`src/rtl/wb_init_pkg.sv`:
```
`default_nettype none
// ============================================================================
// Module   : wb_init_pkg
// Purpose  : Shared FSM state type and width constants for the Wishbone initiator.
// Revision : 1.0 - initial release
// ============================================================================
package wb_init_pkg;

  localparam int DEFAULT_ADDR_W = 32;
  localparam int DEFAULT_DATA_W = 32;
  localparam int TIMEOUT_W      = 16;

  typedef enum logic [1:0] {
    ST_IDLE     = 2'd0,
    ST_STROBE   = 2'd1,
    ST_WAIT_ACK = 2'd2,
    ST_RESP     = 2'd3
  } wb_state_e;

endpackage : wb_init_pkg
`default_nettype wire

```
`src/rtl/wb_ack_timer.sv`:
```
`default_nettype none
// ============================================================================
// Module   : wb_ack_timer
// Purpose  : Loadable saturating counter with clear, enable and terminal flag.
// Revision : 1.0 - initial release
// ============================================================================
module wb_ack_timer
  import wb_init_pkg::*;
(
  input  logic                 clk,
  input  logic                 reset_n,
  input  logic                 clear,
  input  logic                 enable,
  input  logic                 load,
  input  logic [TIMEOUT_W-1:0] load_value,
  input  logic [TIMEOUT_W-1:0] terminal,
  output logic                 terminal_hit
);

  logic [TIMEOUT_W-1:0] r_count;

  // Saturating so a long wait can never wrap back below the terminal value
  always_ff @(posedge clk or negedge reset_n) begin
    if (!reset_n) begin
      r_count <= '0;
    end else if (clear) begin
      r_count <= '0;
    end else if (load) begin
      r_count <= load_value;
    end else if (enable && (r_count != '1)) begin
      r_count <= r_count + TIMEOUT_W'(1);
    end
  end

  assign terminal_hit = (r_count == terminal);

endmodule : wb_ack_timer
`default_nettype wire

```
`src/rtl/wb_simple_initiator.sv`:
```
`default_nettype none
// ============================================================================
// Module   : wb_simple_initiator
// Purpose  : Single-outstanding Wishbone pipelined initiator with ack timeout.
// Revision : 1.0 - initial release
// ============================================================================
module wb_simple_initiator
  import wb_init_pkg::*;
#(
  parameter int ADDR_W         = DEFAULT_ADDR_W,
  parameter int DATA_W         = DEFAULT_DATA_W,
  parameter int TIMEOUT_CYCLES = 255
) (
  input  logic              clk,
  input  logic              reset_n,
  input  logic              cmd_valid,
  output logic              cmd_ready,
  input  logic              cmd_we,
  input  logic [ADDR_W-1:0] cmd_addr,
  input  logic [DATA_W-1:0] cmd_wdata,
  output logic              rsp_valid,
  input  logic              rsp_ready,
  output logic [DATA_W-1:0] rsp_rdata,
  output logic              rsp_timeout,
  output logic              o_wb_cyc,
  output logic              o_wb_stb,
  output logic              o_wb_we,
  output logic [ADDR_W-1:0] o_wb_addr,
  output logic [DATA_W-1:0] o_wb_data,
  input  logic              i_wb_ack,
  input  logic              i_wb_stall,
  input  logic [DATA_W-1:0] i_wb_data
);

  localparam logic [TIMEOUT_W-1:0] C_TERMINAL = TIMEOUT_W'(TIMEOUT_CYCLES - 1);

  wb_state_e         r_state;
  wb_state_e         w_next_state;
  logic              r_cyc;
  logic              r_stb;
  logic              r_we;
  logic [ADDR_W-1:0] r_addr;
  logic [DATA_W-1:0] r_wdata;
  logic [DATA_W-1:0] r_rdata;
  logic              r_timeout;
  logic              w_cmd_fire;
  logic              w_accept;
  logic              w_complete;
  logic              w_abort;
  logic              w_tc;

  assign cmd_ready  = (r_state == ST_IDLE);
  assign rsp_valid  = (r_state == ST_RESP);
  assign w_cmd_fire = cmd_valid && cmd_ready;
  assign w_accept   = (r_state == ST_STROBE) && !i_wb_stall;
  // An ack coinciding with the terminal count still counts as a completion
  assign w_complete = i_wb_ack && (w_accept || (r_state == ST_WAIT_ACK));
  assign w_abort    = (r_state == ST_WAIT_ACK) && !i_wb_ack && w_tc;

  wb_ack_timer u_ack_timer (
    .clk          (clk),
    .reset_n      (reset_n),
    .clear        (r_state == ST_STROBE),
    .enable       (r_state == ST_WAIT_ACK),
    .load         (1'b0),
    .load_value   ({TIMEOUT_W{1'b0}}),
    .terminal     (C_TERMINAL),
    .terminal_hit (w_tc)
  );

  always_ff @(posedge clk or negedge reset_n) begin
    if (!reset_n) r_state <= ST_IDLE;
    else          r_state <= w_next_state;
  end

  always_comb begin
    w_next_state = r_state;
    case (r_state)
      ST_IDLE:     if (w_cmd_fire) w_next_state = ST_STROBE;
      ST_STROBE:   if (!i_wb_stall) w_next_state = i_wb_ack ? ST_RESP : ST_WAIT_ACK;
      ST_WAIT_ACK: if (i_wb_ack || w_tc) w_next_state = ST_RESP;
      ST_RESP:     if (rsp_ready) w_next_state = ST_IDLE;
      default:     w_next_state = ST_IDLE;
    endcase
  end

  // Bus address/data/we keep their last value while idle; cyc/stb qualify them
  always_ff @(posedge clk or negedge reset_n) begin
    if (!reset_n) begin
      r_cyc     <= 1'b0;
      r_stb     <= 1'b0;
      r_we      <= 1'b0;
      r_addr    <= '0;
      r_wdata   <= '0;
      r_rdata   <= '0;
      r_timeout <= 1'b0;
    end else begin
      if (w_cmd_fire) begin
        r_cyc   <= 1'b1;
        r_stb   <= 1'b1;
        r_we    <= cmd_we;
        r_addr  <= cmd_addr;
        r_wdata <= cmd_wdata;
      end
      if (w_accept) r_stb <= 1'b0;
      if (w_complete) begin
        r_cyc     <= 1'b0;
        r_rdata   <= r_we ? '0 : i_wb_data;
        r_timeout <= 1'b0;
      end else if (w_abort) begin
        r_cyc     <= 1'b0;
        r_rdata   <= '0;
        r_timeout <= 1'b1;
      end
    end
  end

  assign o_wb_cyc    = r_cyc;
  assign o_wb_stb    = r_stb;
  assign o_wb_we     = r_we;
  assign o_wb_addr   = r_addr;
  assign o_wb_data   = r_wdata;
  assign rsp_rdata   = r_rdata;
  assign rsp_timeout = r_timeout;

endmodule : wb_simple_initiator
`default_nettype wire

```
`config.mk`:
```
export PLATFORM = sky130hd
export DESIGN_NAME = wb_simple_initiator
export DESIGN_NICKNAME = d
export VERILOG_FILES = /design/src/rtl/wb_init_pkg.sv /design/src/rtl/wb_ack_timer.sv /design/src/rtl/wb_simple_initiator.sv
export SDC_FILE = /design/constraint.sdc
export NUM_CORES = 1
export LEC_CHECK = 0
export BUFFER_PORTS_ARGS = -buffer_cell sky130_fd_sc_hd__buf_2
export CORE_UTILIZATION = 23
export CTS_CLUSTER_DIAMETER = 200
export DETAILED_ROUTE_END_ITERATION = 8
export GPL_TIMING_DRIVEN = 0
export PLACE_DENSITY_LB_ADDON = 0.3
export SLEW_MARGIN = 20
export SYNTH_ARGS = -nofsm -noshare
export SYNTH_HDL_FRONTEND = slang
export SYNTH_HIERARCHICAL = 1
export SYNTH_SLANG_ARGS = --single-unit
```
`constraint.sdc`:
```
create_clock -name clk -period 2.8 [get_ports clk]
set_input_delay 0.42 -clock clk [delete_from_list [all_inputs] [get_ports clk]]
set_output_delay 0.42 -clock clk [all_outputs]
set_load 0.02 [all_outputs]
```
Yosys cells after proc, flatten, opt, wreduce, memory -nomap -nowiden
Cells that the tools add are included.
- flip-flop bits (word level): 118
- bits of input ports: 103
- output and inout bits: 102
- logic and storage cells: 52
- $add $sub $neg: 1
- eq/ne operators: 9
- multiplexer cells: 17
- reduce and logical (&&, ||, !) cells: 16
- operators with widths (cell ; number):
    $mux 32 ; 3
    $mux 16 ; 2
    $add 16x1->16 const B ; 1
    $eq 16x8->1 const B ; 1
    $ne 16x16->1 const B ; 1
    $mux 2 ; 4
    $pmux 2 s4 ; 1
    $mux 1 ; 7
    $logic_and 1x1->1 ; 6
    $reduce_bool 2->1 ; 3
    $eq 2x2->1 const B ; 2
    $ne 2x1->1 const B ; 2
    $ne 2x2->1 const B ; 2
    $reduce_and 4->1 ; 1
    $reduce_bool 3->1 ; 1
    $eq 2x1->1 const B ; 1
    $logic_not 1->1 ; 2
    $logic_not 2->1 ; 1
    $logic_or 1x1->1 ; 2

Logic depth before layout (Yosys ltp)
Gate-level depths: netlist of the first run.
- depth in word-level cells: 5
- gate-level depth with buffers: 8
- depth with buffers taken out: 6

Cells and area by module
The synthesis of the first run kept the hierarchy.
- modules (own cells, without submodules) (module ; instances ; cells an instance ; area an instance (µm²) ; seq. area each (µm²)):
    wb_simple_initiator ; 1 ; 243 ; 4045.1 ; 2552.4
    wb_ack_timer ; 1 ; 143 ; 1256.2 ; 400.4

Worst setup path before layout of the first run
No wires, ideal clock.
- kind: reg-to-reg
- start: register r_state[0]
- end: register u_ack_timer.r_count[13]
- library setup time: 0.099 ns
- arrival time: 1.921 ns
- data required time: 2.701 ns
- setup slack: 0.780 ns
- stages on the path, launching flop included: 7
- buffers on the path: 0
- clock period less this slack: 2.020 ns
- cell sequence: dfrtp_1 > inv_1 > ha_1 > and3_1 > nand4_4 > or4_1 > a311oi_1
- word-level cells in the longest chain between the ends: 3
- elaborated cells between the ends (all ways): 5
- classes of those cells: eq/ne (2); mux (1); reduce/logical (2)
- RTL lines (item ; RTL line ; RTL):
    start: declaration ; wb_simple_initiator.sv:37 ; wb_state_e r_state;
    start signal: assignment ; wb_simple_initiator.sv:73 ; else r_state <= w_next_state;
    $eq 2x2->1 ; wb_simple_initiator.sv:64 ; .enable (r_state == ST_WAIT_ACK),
    $logic_and 1x1->1 ; wb_ack_timer.sv:30 ; end else if (enable && (r_count != '1)) begin
    $reduce_bool 2->1 (no source line) ; - ;
    end signal: assignment ; wb_ack_timer.sv:29 ; r_count <= load_value;
    end signal: assignment ; wb_ack_timer.sv:31 ; r_count <= r_count + TIMEOUT_W'(1);
    end: declaration ; wb_ack_timer.sv:20 ; logic [TIMEOUT_W-1:0] r_count;
Parallel ways exist; a longest one is shown, timed or not.
A chain may end at the register's enable or synchronous reset.

Worst setup path in the final report of the first run
Ends and elaborated chain as after synthesis.

==> metrics, run 1 <==
Util after Layout 33.1%; IR drop worst, VDD 0.369 mV; DIE HEIGHT 154 um; sw frac 37.2%; Critical Path Slowest Stage Cell or4_1; CP Class register to register; Clock Skew 0.00960 ns; vias per cell 4.23; Synth Area in Compound Gates 11.5%; Critical Path RT 3.11 ns; WL final 13,100 um; maximum root-to-sink buffer count 2; DRT Pass-1 Iters 4; Buffers & Inverters on Critical Path 1; post-synthesis mux area share 16.2%; final setup vio count 0; drt wl/cell 13.9 um; Max Cap Viol 0; Yosys warnings 6; Std-Cell Rows 55; post-synth cell types 53; Internal 5710 uW; Slew @ Worst Pin 0.579 ns; Seq/Total Area, Yosys 55.7%; FMAX 0.421 GHz; antenna violations before repair 0; Reg power frac 32.9%; post-cts sizing count 0; xor/xnor share of the synthesized area 2.64%; largest family of logic cells by synthesized area multiplexers; P per Cell Area 1210 nW/um2; CP startpoint kind register; Core Region 22,600 um2; Die ar. 23,700 um2; Max-slew headroom 61.1%; Synth Flop Type dfrtp_1; Die X-Extent 154 um; largest net degree at the start of global routing 66; gr usage total 11.8%; fraction of layout cells with a size suffix above 1 50.2%; CP Capture Type register; Crit Path Max Fanout 10; biggest cell delay along the critical path 0.51 ns; Antenna Nets Post-Route 0; CTS tree done; combinational power share 40.4%; post-layout min period 2.38 ns; critical path arrival 2.68 ns; first-pass GRT wire length 21,600 um; root buffer cell clkbuf_16; simple-gate portion of the synthesized area 8.47%; Slew Limit Fails 0; htree depth 4; RSZ-0062 raised after global routing false; worst-path cell chain inv_1 > ha_1 > and3_1 > nand4_4 > or4_1 > a311oi_1; Skew-Pair Late Insertion Delay 0.41 ns; status complete, no violations; RePlAce Congestion 0.738; I/O pin cnt 205; Final nets 751; cts bufs inserted 17; mapped cell area 5300 um2; Adder-Cell Fraction of Synth Area 1.42%; number of DRC markers in iteration 0 185; Mapped Avg Cell Area 13.7 um2; Buffers on Ports 204; Hold Path Class primary input to register; Post-DP HPWL 9280 um; Net Sw Power 3380 uW; number of flops mapped to enable cells by yosys 0; vias in the first global route 4,025; number of diodes 0; Layout area overhead 41.3%; grt total ovfl 0; Synth Register Bits 118; Syn Inst Count 386; CTS clk-pin slew, worst paths 0.07 ns; final hold violation count 0; Async S/R FF share, synth 100%; period utilization 84.8%; CP top delay family simple AND/OR/NAND/NOR gates; total DRC errors in the routed layout 0; initial core utilization 23.4%; worst hold margin 0.218 ns; Vias 3,972; clock network power share 26.7%; Sink Count 118; Leakage 0.00360 uW
## power groups by stage
stage          Clock, uW  Combinational (uW)  Sequential (uW)
3_5_place_dp           0                3720             3010
5_1_grt             2600                3970             3110
4_1_cts             2510                3730             2990
6_report            2430                3670             2990
3_3_place_gp           0                3700             3000
2_1_floorplan          0                1720             3800
## stage by stage
stage	instances	area [um2]	power, uW	setup slack, ns	TNS [ns]
3_3_place_gp	906	6800	6700	-0.448	-51.06
4_1_cts	940	7490	9230	0.398	0
2_1_floorplan	417	5420	5520	0.780	0
6_report	940	7490	9090	0.424	0
3_5_place_dp	907	6830	6730	0.399	0
5_1_grt	940	7490	9680	0.241	0
## logic make-up (layout without fill, tap and decap cells)
family | count (synthesis) | in the layout
flops | 118 | 118
compound gates | 75 | 75
simple gates | 70 | 70
mux | 67 | 67
buf+inv | 32 | 270
xor+xnor | 16 | 16
fa+ha+maj | 6 | 6
other cells | 2 | 33
## cells in the final DEF (no fill, tap or decap), drive strengths merged, types with 12 or more instances in the layout
cell type	synthesis	routed
xnor2	16	16
nor2	14	14
buf	15	220
clkbuf	6	24
dfrtp	118	118
inv	11	19
mux2	66	66
conb	2	33
nand2	12	12
a22o	32	32
## worst paths after layout
kind	to	cells past startpoint	slack, ns	start
worst max register to register	u_ack_timer/r_count[13]	6	0.42	r_state[0]
worst max-delay path	u_ack_timer/r_count[13]	6	0.42	r_state[0]
worst min register to register	o_wb_cyc	1	0.49	o_wb_cyc
min in group asynchronous	rsp_rdata[18]	2	0.55	reset_n
max in group asynchronous	o_wb_data[18]	3	1.58	reset_n
worst min-delay path	rsp_rdata[10]	2	0.22	i_wb_data[10]
## synthesized netlist by cell type, types with 2 or more instances
master | number | share of area, %
a21oi_1 | 3 | 0.28
a22o_1 | 32 | 5.3
a311oi_1 | 10 | 1.7
and3_1 | 4 | 0.47
buf_2 | 4 | 0.38
buf_6 | 11 | 2.3
clkbuf_1 | 5 | 0.35
conb_1 | 2 | 0.14
dfrtp_1 | 118 | 56
ha_1 | 6 | 1.4
inv_1 | 11 | 0.78
mux2_2 | 37 | 7.9
mux2_4 | 28 | 7.9
nand2_1 | 12 | 0.85
nand2b_1 | 2 | 0.24
nand3_1 | 3 | 0.28
nand4_1 | 8 | 0.94
nand4_2 | 2 | 0.47
nor2_1 | 14 | 0.99
nor4_1 | 3 | 0.35
o211ai_1 | 2 | 0.28
o21a_1 | 3 | 0.42
o21ai_0 | 7 | 0.66
o31a_1 | 2 | 0.33
o31ai_1 | 6 | 0.85
or3_1 | 6 | 0.71
or4_1 | 4 | 0.57
xnor2_1 | 16 | 2.6
## routing by layer
metal	track usage, %	part of all wire, %
met5	0	0
met2	19.3	49
met1	14.6	45
met3	3.80	5.6
met4	3.71	0.87
## flip-flops by register name, indices dropped and copies added (netlist names)
| register | cells |
|---|---|
| r_state | 2 |
| rsp_timeout | 1 |
| o_wb_stb | 1 |
| o_wb_addr | 32 |
| o_wb_we | 1 |
| o_wb_cyc | 1 |
| rsp_rdata | 32 |
| u_ack_timer/r_count | 16 |
| o_wb_data | 32 |
## cell type report
type | instances | area (um2)
fill | 2280 | 15100
sequential | 118 | 2950
multi-input combinational | 267 | 2260
timing repair buffer | 206 | 1070
clock buffer | 18 | 439
tap | 285 | 357
clock inverter | 14 | 210
buffer | 21 | 168
inverter | 11 | 41.3
## repair_timing
item	4_1_cts	5_1_grt
hold endpoints to repair	45	0
hold buffers	1	0
setup buffers	0	0
Note: power is estimated with default switching activity, not from simulation.
==> run 2: changes to the inputs <==
- clock period: 2.8 -> 2.25 ns (I/O delays scaled with it)
==> metrics, run 2 (synthesis gave the netlist of run 1 again) <==
Reg power frac 32.8%; Clock Skew 0.00856 ns; Buffers on Ports 204; fraction of layout cells with a size suffix above 1 51.0%; status complete, no violations; CTS clk-pin slew, worst paths 0.07 ns; Die ar. 23,700 um2; worst hold margin 0.136 ns; I/O pin cnt 205; post-layout min period 2.11 ns; Hold Path Class primary input to register; Buffers & Inverters on Critical Path 1; vias in the first global route 4,024; maximum root-to-sink buffer count 2; biggest cell delay along the critical path 0.51 ns; most frequent cells in the layout buf_2, dfrtp_1, mux2_2, conb_1, a22o_1; Max Cap Viol 0; Std-Cell Rows 55; reg-to-reg slack, setup 0.14 ns; RSZ-0062 raised after global routing false; P per Cell Area 1510 nW/um2; Slew @ Worst Pin 0.528 ns; final setup vio count 0; Finished Layout Cells 940; root buffer cell clkbuf_16; most common cell after layout, fill and taps aside buf_2; Slew Limit Fails 0; clock network power share 26.6%; critical path arrival 2.41 ns; CP Capture Type register; Vias 3,971; total DRC errors in the routed layout 0; Net Sw Power 4220 uW; CTS tree done; Crit Path Max Fanout 10; Skew-Pair Late Insertion Delay 0.41 ns; vias per cell 4.22; Critical Path RT 2.55 ns; Critical Path Slowest Stage Cell or4_1; first-pass GRT wire length 21,600 um; drt wl/cell 13.9 um; combinational power share 40.6%; largest net degree at the start of global routing 66; Internal 7120 uW; Sink Count 118; Post-DP HPWL 9280 um; Core Region 22,600 um2; htree depth 4; RePlAce Congestion 0.738; WL final 13,100 um; Max-slew headroom 64.8%; initial core utilization 23.4%; grt total ovfl 0; sw frac 37.2%; Final nets 751; Post-Place Cells 907; DRT Pass-1 Iters 4; cts bufs inserted 17; DIE HEIGHT 154 um; FMAX 0.474 GHz; IR drop worst, VDD 0.459 mV; antenna violations before repair 0; gr usage total 11.8%; number of DRC markers in iteration 0 162; # fillers 2,280; Layout area overhead 41.9%; CP startpoint kind register; worst-path cell chain inv_2 > ha_4 > and3_2 > nand4_4 > or4_1 > a311oi_1; CP top delay family simple AND/OR/NAND/NOR gates; CP Class register to register; Die X-Extent 154 um; Antenna Nets Post-Route 0; Leakage 0.00361 uW; final hold violation count 0; period utilization 93.7%; buffer count from post-CTS setup fixing 0; number of diodes 0
-- run 2: area by class of cell --
| cell class | count | area [um2] | area share [%] |
|---|---|---|---|
| buffer | 21 | 168 | 2.23 |
| clock buffer | 18 | 439 | 5.84 |
| clock inverter | 14 | 210 | 2.79 |
| inverter | 11 | 41.3 | 0.549 |
| multi-input combinational | 267 | 2290 | 30.4 |
| sequential | 118 | 2950 | 39.3 |
| tap | 285 | 357 | 4.74 |
| timing repair buffer | 206 | 1070 | 14.2 |
-- run 2: power by group through the flow --
| stage | logic [uW] | clock network, uW | registers, uW |
|---|---|---|---|
| global route | 4970 | 3240 | 3870 |
| detailed placement | 4640 | 0 | 3750 |
| CTS | 4660 | 3120 | 3730 |
| finish | 4600 | 3020 | 3720 |
| global placement | 4600 | 0 | 3730 |
| floorplan | 2140 | 0 | 4730 |
-- run 2: worst paths after layout --
kind / to / startpoint / cells past startpoint
min: rsp_rdata[10] / i_wb_data[10] / 2
min reg2reg: o_wb_cyc / o_wb_cyc / 1
max: u_ack_timer/r_count[13] / r_state[0] / 6
max in group asynchronous: o_wb_data[23] / reset_n / 3
max reg2reg: u_ack_timer/r_count[13] / r_state[0] / 6
min in group asynchronous: rsp_rdata[18] / reset_n / 2
-- run 2: what timing repair did --
action / 4_1_cts / 5_1_grt
endpoints found under the hold margin: 64 / 0
setup endpoints to repair: 34 / 32
hold buffers: 1 / 0
gates resized for setup: 3 / 4
pin swaps: 0 / 1
-- run 2: layer usage --
layer / up-vias / track usage [%] / wire length (um)
met5: - / 0 / 0
met4: 0 / 3.71 / 102
met3: 7 / 3.80 / 726
met2: 116 / 19.4 / 6460
met1: 1932 / 14.6 / 5820
li1: 1916 / - / -
-- run 2: per-stage QoR --
| stage | worst slack, ns | TNS (ns) | utilization, % | instance area (um2) | power [uW] |
|---|---|---|---|---|---|
| 2_1_floorplan | 0.230 | 0 | - | 5420 | 6870 |
| 4_1_cts | 0.0120 | 0 | 33.2 | 7510 | 11500 |
| 5_1_grt | 0.0149 | 0 | 33.2 | 7520 | 12100 |
| 3_5_place_dp | -0.151 | -4.41 | 30.2 | 6830 | 8380 |
| 3_3_place_gp | -0.915 | -110.76 | 30.0 | 6800 | 8340 |
| 6_report | 0.141 | 0 | 33.2 | 7520 | 11300 |
-- run 2: worst reg2reg max path, stage by stage, from the launching register on --
cell	delay [ns]
dfrtp_1	0.42
inv_2	0.13
ha_4	0.21
and3_2	0.25
nand4_4	0.18
or4_1	0.52
a311oi_1	0.29
==> run 3: changes to the inputs <==
- SETUP_SLACK_MARGIN: unset -> 0.3
==> metrics, run 3 (synthesis gave the netlist of run 1 again) <==
maximum root-to-sink buffer count 2; Leakage 0.00369 uW; vias per cell 4.25; Layout area overhead 45.6%; CTS clk-pin slew, worst paths 0.06 ns; Clock Skew 0.0154 ns; Max Cap Viol 0; worst hold margin 0.134 ns; total DRC errors in the routed layout 0; Finished Layout Cells 958; Post-DP HPWL 9980 um; number of DRC markers in iteration 0 177; drt wl/cell 14.8 um; most common cell after layout, fill and taps aside buf_2; CP startpoint kind register; Std-Cell Rows 55; CP Class register to register; initial core utilization 23.4%; Antenna Nets Post-Route 0; Min-Delay Endpoint rsp_rdata[8]; post-layout power 11,300 uW; grt total ovfl 0; Internal 6990 uW; CTS tree done; Reg2Reg Capture Point rsp_rdata[25]; htree depth 4; CP Capture Type register; gr usage total 12.3%; Post-Place Cells 907; post-layout min period 1.93 ns; hold_sp i_wb_data[8]; Critical Path RT 2.55 ns; Hold Path Class primary input to register; Skew-Pair Late Insertion Delay 0.42 ns; largest net degree at the start of global routing 92; final hold violation count 0; status complete, no violations; IR drop worst, VDD 0.466 mV; Vias 4,073; combinational power share 44.2%; critical path arrival 2.22 ns; vias in the first global route 4,034; period utilization 85.6%; Final nets 769; sw frac 38.2%; root buffer cell clkbuf_16; DIE HEIGHT 154 um; WL final 14,200 um; number of diodes 0; Setup TNS 0 ns; cts bufs inserted 17; Net Sw Power 4320 uW; r2r worst-path depth 7; most frequent cells in the layout buf_2, dfrtp_1, mux2_2, conb_1, a22o_1; P per Cell Area 1470 nW/um2; reg-to-reg slack, setup 0.32 ns; Crit Path Max Fanout 7; Reg power frac 33.1%; fraction of layout cells with a size suffix above 1 55.1%; clock network power share 22.7%; FMAX 0.519 GHz; Worst R2R Start u_ack_timer/r_count[0]; worst hold stages 2; Buffers on Ports 204; Core Region 22,600 um2; I/O pin cnt 205; Die X-Extent 154 um; final setup vio count 0; Die ar. 23,700 um2; antenna violations before repair 1; first-pass GRT wire length 22,300 um; RePlAce Congestion 0.719; Slew Limit Fails 0; RSZ-0062 raised after global routing true; Sink Count 118; DRT Pass-1 Iters 4
## run 3: changes by cell type in the layout (fill, tap and decap cells not counted), sizes merged
cell / before / now
buf: 220 / 239
bufinv: 4 / 1
inv: 19 / 14
clkinv: 2 / 6
clkinvlp: 0 / 3
## run 3: worst max path at each step
stage,start,endpoint
after detailed placement,u_ack_timer/r_count[10],rsp_rdata[25]
after global placement,reset_n,o_wb_data[15]
after floorplan,r_state[0],u_ack_timer/r_count[13]
after global routing,u_ack_timer/r_count[0],rsp_rdata[5]
final,u_ack_timer/r_count[0],rsp_rdata[25]
after CTS,u_ack_timer/r_count[0],rsp_rdata[15]
## run 3: power groups by stage
| stage | logic, uW | registers [uW] | clock network, uW |
|---|---|---|---|
| final | 5000 | 3750 | 2570 |
| after global routing | 5390 | 3880 | 2770 |
| after CTS | 4900 | 3740 | 2660 |
| after detailed placement | 4670 | 3760 | 0 |
| after global placement | 4640 | 3730 | 0 |
| after floorplan | 2140 | 4740 | 0 |
## run 3: layout make-up
type,count,area [um2]
repair buffers,224,1220
fillers,2274,14900
well taps,285,357
multi-input cells,267,2370
clock inverters,13,124
plain buffers,21,208
clock buffers,19,433
flip-flops and latches,118,2960
inverters,11,41.3
## run 3: timing repair
item	CTS	global route
gates cloned	1	2
hold buffers	1	0
resized for setup	22	29
buffers inserted	11	4
pin swaps	11	43
setup endpoints to repair	45	97
hold endpoints to repair	27	0
## run 3: worst max-delay path, stage by stage, from the launching register on
cell and delay (ns):
dfrtp_1 0.42, xnor2_1 0.19, nand4_1 0.15, nor4_4 0.39, o21ai_1 0.12, o21a_4 0.19, buf_6 0.15, a22o_1 0.21
## run 3: per-layer routing
layer	routed length, um	vias to the layer above	global-route usage [%]	part of all wire, %
met5	13	-	0	0.091
met4	112	2	4.05	0.79
met3	697	9	3.83	4.9
met2	6990	117	20.3	49
met1	6400	1981	15.3	45
li1	-	1964	-	-
## run 3: per-stage QoR
stage,setup WS (ns),util (%),cell area [um2]
after floorplan,0.309,-,5430
after global placement,-0.918,30.0,6800
after detailed placement,-0.141,30.2,6840
after CTS,0.278,33.5,7570
after global routing,0.206,34.1,7720
final,0.324,34.1,7720
